## config.mk

```make
export PLATFORM = sky130hd
export DESIGN_NAME = multibit_stream_fifo
export DESIGN_NICKNAME = d
export VERILOG_FILES = /design/src/rtl/multibit_stream_fifo.sv
export SDC_FILE = /design/constraint.sdc
export NUM_CORES = 1
export LEC_CHECK = 0
export ABC_AREA = 1
export CORE_ASPECT_RATIO = 1.2
export CORE_MARGIN = 2
export CORE_UTILIZATION = 50
export DETAILED_ROUTE_END_ITERATION = 8
export PLACE_DENSITY = 0.75
export SYNTH_ARGS = -nofsm -noshare
export SYNTH_HDL_FRONTEND = slang
export SYNTH_SLANG_ARGS = --single-unit
```

## constraint.sdc

```tcl
create_clock -name clk -period 3.2 [get_ports clk]
set_input_delay 0.64 -clock clk [delete_from_list [all_inputs] [get_ports clk]]
set_output_delay 0.64 -clock clk [all_outputs]
set_load 0.1 [all_outputs]
```

## src/rtl/multibit_stream_fifo.sv

```systemverilog
// Single-clock first-word-fall-through stream FIFO with occupancy flags and an optional overwrite-oldest mode.
// A push shows up on bdata one cycle later; blocking mode drops aready when full, overwrite mode never stalls the producer.
module multibit_stream_fifo #(
  parameter int DATA_WIDTH = 32,
  parameter int DEPTH      = 4,
  parameter int AF_LEVEL   = DEPTH - 1,
  parameter int AE_LEVEL   = 1,
  parameter int OVERWRITE  = 0,
  parameter int CNT_WIDTH  = 16
) (
  input  logic                     clk,
  input  logic                     reset,
  input  logic                     flush,
  input  logic                     avalid,
  input  logic [DATA_WIDTH-1:0]    adata,
  output logic                     aready,
  output logic                     bvalid,
  output logic [DATA_WIDTH-1:0]    bdata,
  input  logic                     bready,
  output logic [$clog2(DEPTH):0]   level,
  output logic                     almost_full,
  output logic                     almost_empty,
  output logic [CNT_WIDTH-1:0]     drop_count
);

  localparam int AW = $clog2(DEPTH);
  localparam int PW = AW + 1;
  localparam logic [PW-1:0] AF_L = PW'(AF_LEVEL);
  localparam logic [PW-1:0] AE_L = PW'(AE_LEVEL);
  localparam logic OVW = (OVERWRITE != 0);

  logic [DATA_WIDTH-1:0] mem [DEPTH];
  logic [PW-1:0]         wptr;
  logic [PW-1:0]         rptr;
  logic                  empty;
  logic                  full;
  logic                  push;
  logic                  pop;
  logic                  drop;

  assign empty = (wptr == rptr);
  assign full  = (wptr[AW-1:0] == rptr[AW-1:0]) && (wptr[AW] != rptr[AW]);

  // aready deliberately ignores bready: no same-cycle pass-through when full
  assign aready = ~flush & (~full | OVW);
  assign bvalid = ~empty & ~flush;
  assign bdata  = mem[rptr[AW-1:0]];

  assign push = avalid & aready;
  assign pop  = bvalid & bready;
  assign drop = push & full & ~pop;

  assign almost_full  = (level >= AF_L);
  assign almost_empty = (level <= AE_L);

  always_ff @(posedge clk) begin
    if (push) begin
      mem[wptr[AW-1:0]] <= adata;
    end
  end

  always_ff @(posedge clk) begin
    if (reset) begin
      wptr       <= '0;
      rptr       <= '0;
      level      <= '0;
      drop_count <= '0;
    end else if (flush) begin
      wptr  <= '0;
      rptr  <= '0;
      level <= '0;
    end else begin
      if (push) begin
        wptr <= wptr + PW'(1);
      end
      // an overwrite lands on the oldest slot, so the read side skips past it
      if (pop || drop) begin
        rptr <= rptr + PW'(1);
      end
      if (push && !pop && !full) begin
        level <= level + PW'(1);
      end else if (pop && !push) begin
        level <= level - PW'(1);
      end
      if (drop && (drop_count != '1)) begin
        drop_count <= drop_count + CNT_WIDTH'(1);
      end
    end
  end

endmodule

```

# After elaboration in Yosys (flattened, before gate mapping)
# Memories as Yosys holds them, arrays and structs flattened. A register that Yosys moved wholly into a read port is not among the register bits.
# Cells that the tools add are included.
# W data, S select, Z words.
# op_classes
n_addsub,5
n_lt_le_gt_ge,2
n_eq_ne,4
mux,6
bitwise_logic,10
n_reduce_logical,12
# ops
operator,n
$add A16 B1 Y16 const B,1
$ne A16 B16 Y1 const B,1
$add A3 B1 Y3 const B,3
$and A1 B1 Y1,6
$mux W3,2
$logic_and A1 B1 Y1,5
$mux W2,2
$not A1 Y1,4
$eq A3 B3 Y1,1
$ge A3 B2 Y1 const B,1
$le A3 B1 Y1 const B,1
$logic_not A1 Y1,3
$sub A3 B1 Y3 const B,1
$eq A2 B2 Y1,1
$mux W1,2
$reduce_and A2 Y1,1
$reduce_bool A2 Y1,1
$reduce_or A2 Y1,1
$logic_or A1 B1 Y1,1
$ne A1 B1 Y1,1
# totals
ff_bits,25
mem_bits_rw,128
input_bits,37
output_inout_bits,55
wordCells,44
memories,1
# mem_list
name,words,width,read_ports,rd_clocked_by_memory_dff,wr,line_no,rtl
mem,4,32,1,1,1,32,logic [DATA_WIDTH-1:0] mem [DEPTH];

# Logic depth before layout (Yosys ltp)
# logic_depth
depth_word,10
mapped_depth,10

# Least setup slack after synthesis
# No wires, ideal clock.
# synth_timing
kind,reg2out
start,register level[0]
end,output port almost_full
arrival_ps,3366
required_ps,2560
slack_ps,-806
stages_incl_launch_ff,3
path_cell_list,dfxtp_1 inv_1 o21ai_0
# synth_via
elab_chain_len,1
# synth_rtl
item,line_no,rtl
start: declaration,20,"output logic [$clog2(DEPTH):0] level,"
start signal: assignment,81,level <= level + PW'(1);
start signal: assignment,83,level <= level - PW'(1);
$ge A3 B2 Y1,53,assign almost_full = (level >= AF_L);
end: declaration,21,"output logic almost_full,"
# No other way between the ends.

==> reports/results.txt <==
status: finished, final reports clean
sequential cell area fraction in the yosys report: 74.3%
final clock period utilization by the worst path: 85.5%
num rows: 43
net count of the finished layout: 609
TritonCTS clock tree: done
CTS-repair resized insts: 0
later-pin clock latency in the skew report: 0.42 ns
antenna violations before repair: 0
cell count after synthesis: 463
Synth cell types: 24
data arrival time at the worst-slack endpoint: 2.10 ns
Slew @ Worst Pin: 0.622 ns
number of warning messages in the yosys log: 0
overall global routing resource usage: 20.2%
Worst Path Max Fanout: 64
# port buffers: 91
die height: 123 um
WL per Instance: 16.6 um
level count of the clock H-tree: 4
clock period minus final worst setup slack: 2.74 ns
reported leakage power: 2.91 nW
Setup Viol. Count Final: 0
# diodes: 0
type of origin of the critical path: flip-flop
post-synthesis instance area: 5900 um2
Critical Path End Type: output port
Hold Buf Count CTS: 0
area fraction of the dominant cell type after synthesis: 65.1%
worst clock skew: 0.00910 ns
Sum Neg Setup Slack: 0 ns
number of routed nets with antenna violations: 0
unrepaired setup endpoints after global routing: false
placer congestion estimate: 0.821
post-synthesis cell type with the largest combined area: edfxtp_1
total wirelength of the detailed-routed design: 12.2 mm
TritonCTS Buffers: 17
max capacitance violation total: 0
top library cells by usage in the layout, fill and taps aside: edfxtp_1, nor2_1, o21ai_0
Max transition margin: 58.5%
global-route wire length before repair: 18.7 mm
core area: 11500 um2
overall overflow remaining after global route: 0
per-instance average area after synthesis: 12.7 um2
main area contributors after synthesis: edfxtp_1, dfxtp_1, nor2_1
total vias in the final route: 3908
final hold viol count: 0
TritonCTS Sinks: 155
Layout area overhead: 34.1%
min setup slack post-route: 0.463 ns
Hold/Removal Path Class: reg -> reg
highest achievable clock rate: 365 MHz
die outline area: 12700 um2
flop and latch count out of synthesis: 155
final-report max-slew violation count: 0
number of nets in the synthesized netlist: 509
vias per cell: 5.33
power per standard cell area: 588 nW/um2
fillers: 802
initial core utilization: 51.3%
DRC violation count after routing: 0
maximum number of pins on one net before global-route repair: 65
worst slack after detailed placement: 0.714 ns
register-to-register setup slack: 1.22 ns
Detailed Place HPWL: 7.59 mm
fraction of final layout cells sized beyond drive strength 1: 20.3%
Die X: 103 um
maximum VDD drop: 0.000368 V
Initial DRT Pass Iterations: 5
count of pins on the block boundary: 92
CP Class: reg -> out
clk slew on worst S/H paths: 0.06 ns
number of setup buffers added after CTS: 0
data required time of the worst path: 2.56 ns
DR iter-0 viols: 260
maximum clock insertion buffer count: 2
buffer cell driving the clock tree root: clkbuf_16
vias in the first global route: 3935
most common cell after layout, fill and taps aside: edfxtp_1
==> cell usage after synthesis (all sizes together) <==
cell,n
clkbuf,16
inv,41
dfxtp,27
nor3,1
edfxtp,128
o22ai,32
o21a,1
buf,6
nor2,89
nand3,9
a21oi,10
o21ai,70
xor2,1
ha,9
nand2,23
==> sequential cells by signal (all words and copies together), names as in the netlist, named ones only <==
signal and count:
level 3, rptr 3, mem 128, wptr 3, drop_count 16
==> per-stage QoR <==
| stage | cell area, um2 | power [mW] | instances | utilization [%] | hold slack, ns |
|---|---|---|---|---|---|
| final | 7920 | 4.66 | 733 | 68.7 | 0.429 |
| after floorplan | 5910 | 2.55 | 463 | - | 0.472 |
| after detailed placement | 7320 | 2.76 | 701 | 63.6 | 0.415 |
| after CTS | 7920 | 4.69 | 733 | 68.7 | 0.429 |
| after global placement | 7320 | 2.76 | 701 | 63.6 | 0.411 |
| after global routing | 7920 | 4.79 | 733 | 68.7 | 0.449 |
==> worst max-delay path: stages, from the launching register on <==
cell     delay, ns
dfxtp_2       0.33
buf_4         0.50
o21ai_0       0.19
o22ai_1       0.39
buf_12        0.23
==> area by class of cell <==
type,instances,area (um2),area share [%]
timing repair buffer,103,1290,16.3
sequential,155,4390,55.4
inverter,41,154,1.94
clock inverter,9,72.6,0.917
clock buffer,23,522,6.59
multi-input combinational,245,1300,16.4
tap,157,196,2.48
==> final timing paths <==
| kind | endpoint | cells past startpoint | start |
|---|---|---|---|
| worst min-delay path | drop_count[1] | 2 | drop_count[1] |
| worst max register to register | mem[0][17] | 7 | wptr[0] |
| worst max-delay path | bdata[3] | 4 | flip-flop |
| worst min register to register | drop_count[1] | 2 | drop_count[1] |
==> cell families after synthesis <==
logic type,Yosys count,share of synthesized area (%)
xor+xnor,1,0.148
simple gates,122,9.16
fa+ha+maj,9,1.91
compound gates,113,10.3
buf+inv,63,4.22
flops,155,74.3
==> metal layers <==
metal  wire [um]  track usage, %  share of wire, %  vias up
met4         284            9.70               2.3        0
li1            -               -                 -     1840
met3         824            6.27               6.8       24
met1        4690            22.9                38     1881
met5           0               0                 0        -
met2        6380            34.5                52      163
==> report_power, final <==
| part | switching, mW | internal, mW |
|---|---|---|
| Combinational | 0.330 | 0.166 |
| Clock | 0.774 | 1.16 |
| Sequential | 0.00916 | 2.21 |
| Total | 1.11 | 3.54 |
(Power assumes the default switching activity.)
